## src/rtl/enet_pkg.sv

```systemverilog
// Shared encodings for the ENET transmit sequencer: state values and
// FIFO word field positions.
package enet_pkg;

  localparam logic [2:0] ST_IDLE  = 3'd0;
  localparam logic [2:0] ST_XFER  = 3'd1;
  localparam logic [2:0] ST_ABORT = 3'd2;
  localparam logic [2:0] ST_DROP  = 3'd3;
  localparam logic [2:0] ST_STOP  = 3'd4;

  typedef enum logic [2:0] {
    IDLE  = ST_IDLE,
    XFER  = ST_XFER,
    ABORT = ST_ABORT,
    DROP  = ST_DROP,
    STOP  = ST_STOP
  } tx_state_t;

  localparam int EOF_BIT = 8;
  localparam int ERR_BIT = 9;

endpackage

```

## src/rtl/enet_tx_ctrl_ff_d_with_wen.sv

```systemverilog
// Write-enabled D register with async active-low clear; holds the
// per-frame length limit.
module FF_D_with_wen #(
  parameter int W = 1
) (
  input  logic         clk,
  input  logic         rst_n,
  input  logic         wen,
  input  logic [W-1:0] d,
  output logic [W-1:0] q
);

  always_ff @(posedge clk or negedge rst_n) begin
    if (!rst_n)   q <= '0;
    else if (wen) q <= d;
  end

endmodule

```

## src/rtl/enet_tx_ctrl.sv

```systemverilog
// Frame-level TX sequencer: moves bytes from the input FIFO to the output
// FIFO, truncates at max_fl, aborts on disable and handles graceful stop.
//
// state | meaning
// IDLE  | between frames, waiting for data or a stop request
// XFER  | moving bytes one per cycle
// ABORT | MAC disabled mid-frame, writing the error terminator
// DROP  | discarding the rest of the input frame up to its eof
// STOP  | graceful stop reached, gra asserted
module enet_tx_ctrl
  import enet_pkg::*;
#(
  parameter int MAX_FL_W = 14,
  parameter int CNT_W    = 16
) (
  input  logic                clk,
  input  logic                rst_n,
  input  logic                ether_en,
  input  logic                gts,
  input  logic [MAX_FL_W-1:0] max_fl,
  input  logic                Tx_in_empty,
  input  logic [8:0]          tx_in_rdata,
  output logic                tx_in_ren,
  input  logic                Tx_out_full,
  output logic                tx_out_wen,
  output logic [9:0]          tx_out_wdata,
  output logic                gra,
  output logic                babt_pulse,
  output logic                txf_pulse,
  output logic [CNT_W-1:0]    tx_frame_cnt
);

  tx_state_t           state, state_nxt;
  logic [MAX_FL_W-1:0] byte_cnt, byte_cnt_p1, fl_lat;
  logic                fl_wen, cnt_clr, cnt_inc;
  logic                babt_nxt, txf_nxt, good_nxt;
  logic                in_eof;

  assign byte_cnt_p1 = byte_cnt + MAX_FL_W'(1);
  assign in_eof      = tx_in_rdata[EOF_BIT];

  FF_D_with_wen #(.W(MAX_FL_W)) u_fl_lat (
    .clk   (clk),
    .rst_n (rst_n),
    .wen   (fl_wen),
    .d     (max_fl),
    .q     (fl_lat)
  );

  always_ff @(posedge clk or negedge rst_n) begin
    if (!rst_n) begin
      state        <= IDLE;
      byte_cnt     <= '0;
      babt_pulse   <= 1'b0;
      txf_pulse    <= 1'b0;
      gra          <= 1'b0;
      tx_frame_cnt <= '0;
    end else begin
      state      <= state_nxt;
      babt_pulse <= babt_nxt;
      txf_pulse  <= txf_nxt;
      // gra drops on the edge after gts falls, not a cycle later
      gra        <= (state == STOP) && gts;
      if (cnt_clr)      byte_cnt <= '0;
      else if (cnt_inc) byte_cnt <= byte_cnt_p1;
      if (good_nxt) tx_frame_cnt <= tx_frame_cnt + CNT_W'(1);
    end
  end

  always_comb begin
    state_nxt    = state;
    tx_in_ren    = 1'b0;
    tx_out_wen   = 1'b0;
    tx_out_wdata = '0;
    fl_wen       = 1'b0;
    cnt_clr      = 1'b0;
    cnt_inc      = 1'b0;
    babt_nxt     = 1'b0;
    txf_nxt      = 1'b0;
    good_nxt     = 1'b0;
    case (state)
      IDLE: begin
        if (gts) begin
          state_nxt = STOP;
        end else if (ether_en && !Tx_in_empty) begin
          state_nxt = XFER;
          fl_wen    = 1'b1;
          cnt_clr   = 1'b1;
        end
      end
      XFER: begin
        if (!ether_en) begin
          state_nxt = ABORT;
        end else if (!Tx_in_empty && !Tx_out_full) begin
          tx_in_ren    = 1'b1;
          tx_out_wen   = 1'b1;
          cnt_inc      = 1'b1;
          tx_out_wdata = {1'b0, in_eof, tx_in_rdata[7:0]};
          if (in_eof) begin
            state_nxt = IDLE;
            txf_nxt   = 1'b1;
            good_nxt  = 1'b1;
          end else if (byte_cnt_p1 == fl_lat) begin
            // fl_lat of zero matches on wrap, i.e. at 2^MAX_FL_W bytes
            tx_out_wdata = {1'b1, 1'b1, tx_in_rdata[7:0]};
            state_nxt    = DROP;
            babt_nxt     = 1'b1;
            txf_nxt      = 1'b1;
          end
        end
      end
      ABORT: begin
        if (!Tx_out_full) begin
          tx_out_wen   = 1'b1;
          tx_out_wdata = {1'b1, 1'b1, 8'h00};
          txf_nxt      = 1'b1;
          state_nxt    = DROP;
        end
      end
      DROP: begin
        if (!Tx_in_empty) begin
          tx_in_ren = 1'b1;
          if (in_eof) state_nxt = IDLE;
        end
      end
      STOP: begin
        if (!gts) state_nxt = IDLE;
      end
      default: state_nxt = IDLE;
    endcase
  end

endmodule

```

## config.mk

```make
export PLATFORM = sky130hd
export DESIGN_NAME = enet_tx_ctrl
export DESIGN_NICKNAME = d
export VERILOG_FILES = /design/src/rtl/enet_pkg.sv /design/src/rtl/enet_tx_ctrl_ff_d_with_wen.sv /design/src/rtl/enet_tx_ctrl.sv
export SDC_FILE = /design/constraint.sdc
export NUM_CORES = 1
export LEC_CHECK = 0
export ABC_CLOCK_PERIOD_IN_PS = 2000
export CAP_MARGIN = 25
export CORE_ASPECT_RATIO = 0.5
export CORE_MARGIN = 2
export CORE_UTILIZATION = 46
export CTS_CLUSTER_DIAMETER = 60
export CTS_CLUSTER_SIZE = 30
export DETAILED_ROUTE_END_ITERATION = 16
export GPL_TIMING_DRIVEN = 0
export PLACE_DENSITY = 0.76
export SYNTH_ARGS = -nofsm -noshare
export SYNTH_HDL_FRONTEND = slang
export SYNTH_SLANG_ARGS = --single-unit
```

## constraint.sdc

```tcl
create_clock -name clk -period 2 [get_ports clk]
set_input_delay 0.2 -clock clk [delete_from_list [all_inputs] [get_ports clk]]
set_output_delay 0.2 -clock clk [all_outputs]
set_load 0.01 [all_outputs]
```

-- Yosys cells after proc, flatten, opt, wreduce, memory -nomap -nowiden
Index checks and enable logic that the tools add are counted.
- input port bits: 29
- word-level logic and storage cells: 71
- register bits: 50
- output and inout bits: 31
- equality and inequality tests: 12
- add/subtract/negate cells: 2
- reduce and logical (&&, ||, !) cells: 8
- mux-type cells: 42
- operators with widths (kind ; count):
    10-bit two-way mux ; 5
    3-bit two-way mux ; 10
    14-bit two-way mux ; 2
    1-bit two-way mux ; 20
    10-bit case mux with 2 select lines ; 1
    16-bit by 1-bit adder with 16-bit output, second input constant ; 1
    3-bit case mux with 5 select lines ; 1
    14-bit by 1-bit adder with 14-bit output, second input constant ; 1
    14-bit equality test ; 1
    2-bit != test, second input constant ; 4
    7-bit AND reduction ; 1
    3-bit by 2-bit equality test with 1-bit output, second input constant ; 2
    3-bit != test, second input constant ; 2
    1-bit case mux with 2 select lines ; 3
    4-bit != test, second input constant ; 1
    3-bit by 1-bit equality test with 1-bit output, second input constant ; 1
    3-bit equality test, second input constant ; 1
    1-bit logical AND ; 3
    3-bit logical NOT ; 1
    1-bit logical NOT ; 2
    2-bit nonzero test ; 1

-- Depth between registers and ports, before layout
- depth after elaboration: 7
- depth in mapped cells: 7
- gate-level depth less buffers: 7

-- Cells and area by module
A second synthesis with hierarchy kept.
- cells, all modules: 270
- area, all modules: 2785.2 sq um
- by module, submodules not included (module ; area an instance (sq um) ; instances ; seq. area each (sq um) ; cells an instance):
    enet_tx_ctrl ; 2265.9 ; 1 ; 900.9 ; 241
    FF_D_with_wen ; 519.2 ; 1 ; 350.3 ; 29

-- Worst setup path after synthesis
Ideal clock, no wire load.
- kind: flip-flop to output port
- start: register byte_cnt[0]
- end: output port tx_out_wdata[8]
- buffers on the path: 0
- cell stages (with the launch flop): 8
- path slack: -77 ps
- data required time: 1800 ps
- arrival: 1877 ps
- cells stage by stage: dfrtp_1 ha_1 nand3_2 nor3_2 nand4b_1 a211oi_2 nand4_2 o211ai_1
- longest elaborated chain between the ends: 7
- ends and longest elaborated chain (what ; line ; text):
    from (decl) ; enet_tx_ctrl.sv:34 ; logic [MAX_FL_W-1:0] byte_cnt, byte_cnt_p1, fl_lat;
    from (signal assigned) ; enet_tx_ctrl.sv:65 ; else if (cnt_inc) byte_cnt <= byte_cnt_p1;
    14-bit by 1-bit adder with 14-bit output ; enet_tx_ctrl.sv:39 ; assign byte_cnt_p1 = byte_cnt + MAX_FL_W'(1);
    14-bit equality test ; enet_tx_ctrl.sv:103 ; end else if (byte_cnt_p1 == fl_lat) begin
    10-bit two-way mux ; enet_tx_ctrl.sv:103 ;
    10-bit two-way mux ; enet_tx_ctrl.sv:99 ; if (in_eof) begin
    10-bit two-way mux ; enet_tx_ctrl.sv:94 ; end else if (!Tx_in_empty && !Tx_out_full) begin
    10-bit two-way mux ; enet_tx_ctrl.sv:92 ; if (!ether_en) begin
    10-bit case mux with 2 select lines ; enet_tx_ctrl.sv:81 ; case (state)
    to (decl) ; enet_tx_ctrl.sv:26 ; output logic [9:0] tx_out_wdata,
No other way between the ends.

-- Final worst setup path
- start: register byte_cnt[2]
- end: output port tx_out_wdata[9]
Same word-level chain as after synthesis.

==> flow_metrics.tcl <==
set metrics [dict create \
    die-area_um2 6860 \
    fmax_mhz 392 \
    grt_overflow 0 \
    fin_cells 459 \
    tritoncts "done" \
    yosys.cell_types.count 54 \
    place_congestion 0.887 \
    grt_busiest_layer "met2" \
    cap_violations 0 \
    dp_hpwl_um 4920 \
    outcome "finished with violations" \
    yosys.area.top_type_share_pct 44.0 \
    syn_area_um2 2840 \
    drc_errors 0 \
    cts-root-buf "clkbuf_16" \
    crit_type "reg -> out" \
    synth_area_leaders "dfrtp_1 44%, mux2_2 5.9%, xnor2_1 4.9%" \
    synth.net_count 321 \
    p_sw_share_pct 33.2 \
    reg2reg_to "babt_pulse" \
    num_rows 20 \
    final_util_pct 67.9 \
    r2r-start "byte_cnt[2]" \
    power_leakage_nw 1.82 \
    setup_violations 4 \
    cp_data_required_time_ns 1.80 \
    cp-end-kind "output pin" \
    worst_pin_slew_ns 0.541 \
    p_per_area_nw_per_um2 999 \
    async_flop_share_pct 100 \
    ys_ff_latch 50 \
    cp_slowest_stage_delay_ns 0.47 \
    grt_use_met2_pct 37.9 \
    nets 412 \
    dieHeight_um 59.6 \
    start_util_pct 47.3 \
    path_max_fanout 7 \
    layout-drive-gt1-share_pct 25.9 \
    hold_class "in -> async" \
    use_met3_pct 3.89 \
    synthCells 290 \
    clockBufferDepth 2 \
    wl_per_cell_um 16.2 \
    rr_worst_depth 9 \
    numCtsBuffers 5 \
    synth-seq-area-share_pct 44.0 \
    die_x_um 115 \
    cp_top_family "simple AND/OR/NAND/NOR gates" \
    drt_pass1_iterations 4 \
    drtIter0Drc 185 \
    vdd_ir_drop_max_v 0.000456 \
    routed_wl_um 7440 \
    yosys_warnings 0 \
    yosysTopAreaCell "dfrtp_1" \
    rsz0062_at_grt "yes" \
    numClockSinks 50 \
    antenna_found_initial 0 \
    skew_ns 0.00669 \
    antenna_cells 0 \
    synth-main-ff-cell "dfrtp_1" \
    finalCritPeriodShare_pct 128 \
    finalHoldViolations 0 \
    ios 60 \
    synth-edff-count 0 \
    port_buffers 59 \
    vias 2588 \
    clockPowerShare_pct 27.6 \
    grt_pass1_vias 2347 \
    intPower_mw 2.72 \
    p_sw_mw 1.35 \
    htreeDepth 2 \
    dp_cells 427 \
    crit_path_top_delay_cell "dfrtp_2" \
    reg2reg_slack_ns -0.10 \
    coreArea_um2 6010 \
    gr-usage-met1_pct 29.0 \
    setup_tns_ns -1.23 \
    grt_max_degree 30 \
    via_per_inst 5.64 \
    grt_pass1_wl_um 11500 \
    fin_crit_ns 2.55 \
    cp_data_arrival_time_ns 2.35 \
    track_usage_pct 21.9 \
    yosys-top-cells-count "50 x dfrtp_1, 31 x nand2_1, 26 x o21ai_0" \
    drtAntennaViolNets 0 \
    path_cells "buf_4, nand3_4, nor4_1, or3_1, a211oi_2, nand4_4, o31ai_2, buf_2" \
    cp-start-kind "register" \
    avgSynthCellArea_um2 9.80 \
    synth.most_common_cell "dfrtp_1" \
    drv_slew 0 \
    slew_headroom_pct 64.0 \
    seqPwrFrac_pct 36.4 \
    nFillCells 454 \
    insertion_delay_ns 0.30 \
    area_growth_pct 43.6 \
    cp_num_buf_inv 2 \
    violations "negative setup slack" \
    comb_power_share_pct 36.0 \
    cts.clk_slew.worst_paths_ns 0.07 \
    fin_ws_ns -0.554 \
]
[sequential cells by signal, summed over array words and instances, names as in the netlist]
register / count
state: 3
byte_cnt: 14
babt_pulse: 1
tx_frame_cnt: 16
gra: 1
txf_pulse: 1
u_fl_lat.q: 14
[worst max path at each step]
stage	start	depth (start not counted)	end	slack, ns
global route	byte_cnt[2]	7	tx_out_wdata[8]	-0.63
detailed placement	byte_cnt[2]	7	tx_out_wdata[8]	-0.73
CTS	byte_cnt[0]	8	tx_out_wdata[8]	-0.49
finish	byte_cnt[2]	8	tx_out_wdata[9]	-0.55
floorplan	byte_cnt[0]	7	tx_out_wdata[8]	0.02
global placement	rst_n	1	tx_frame_cnt[8]	-0.74
[per-stage QoR]
step	hold WS, ns	cell area, µm²	power [mW]	setup WS [ns]
2_1_floorplan	-0.0956	2880	2.27	0.0168
4_1_cts	0.430	3930	3.91	-0.487
6_report	0.413	4080	4.07	-0.554
3_5_place_dp	0.205	3580	2.69	-0.732
5_1_grt	0.469	4080	4.27	-0.635
3_3_place_gp	0.461	3570	2.62	-0.744
[power groups by stage]
| stage | clock network [mW] | registers [mW] | logic (mW) |
|---|---|---|---|
| floorplan | 0 | 1.45 | 0.822 |
| global placement | 0 | 1.49 | 1.14 |
| detailed placement | 0 | 1.50 | 1.19 |
| CTS | 1.12 | 1.47 | 1.31 |
| global route | 1.18 | 1.51 | 1.58 |
| finish | 1.12 | 1.48 | 1.47 |
[per-layer routing]
metal  vias up  share of wire [%]
met5         -                  0
met4         0                1.2
met3        10                5.0
met2        88                 51
met1      1271                 43
li1       1219                  -
[cells by family after synthesis]
group           Yosys count  share of synthesized area, %
xor+xnor                 30                          9.91
simple gates            120                          24.2
flops                    50                          44.0
buf+inv                  16                          2.29
compound gates           56                          12.4
fa+ha+maj                 2                         0.881
mux                      16                          6.30
[repair_timing]
item                                    4_1_cts  5_1_grt
gates cloned                                  0        0
gates resized for setup                      43       18
setup buffers                                12       12
pin swaps                                     9        8
endpoints found under the setup margin       36       19
hold buffers                                  1        0
endpoints found under the hold margin        21        0
[cell usage in the layout (no fill, tap or decap), types with 3 or more instances in the layout]
cell type,count
clkdlybuf4s50_1,46
dfrtp_1,40
nand4_1,3
nand2_1,30
o21ai_0,26
nor2_1,18
o31ai_1,4
dfrtp_2,10
xnor2_1,16
nor3_4,3
a21oi_1,8
nand2b_1,4
nor2b_1,5
buf_2,4
buf_4,23
xor2_1,12
o211ai_1,4
clkbuf_16,5
nor3_1,5
buf_6,3
dlygate4sd2_1,9
mux2_2,14
and2_1,3
and3_1,13
nand3_1,10
inv_1,6
[area by class of cell]
cell class | count | area [µm²] | share of cell area (%)
Tap cell | 77 | 96.3 | 2.36
Clock inverter | 3 | 68.8 | 1.69
Clock buffer | 5 | 125 | 3.07
Sequential cell | 50 | 1260 | 31.0
Buffer | 9 | 57.6 | 1.41
Multi-Input combinational cell | 224 | 1670 | 40.8
Inverter | 6 | 22.5 | 0.552
Timing Repair Buffer | 85 | 781 | 19.1
(Power assumes the default switching activity.)
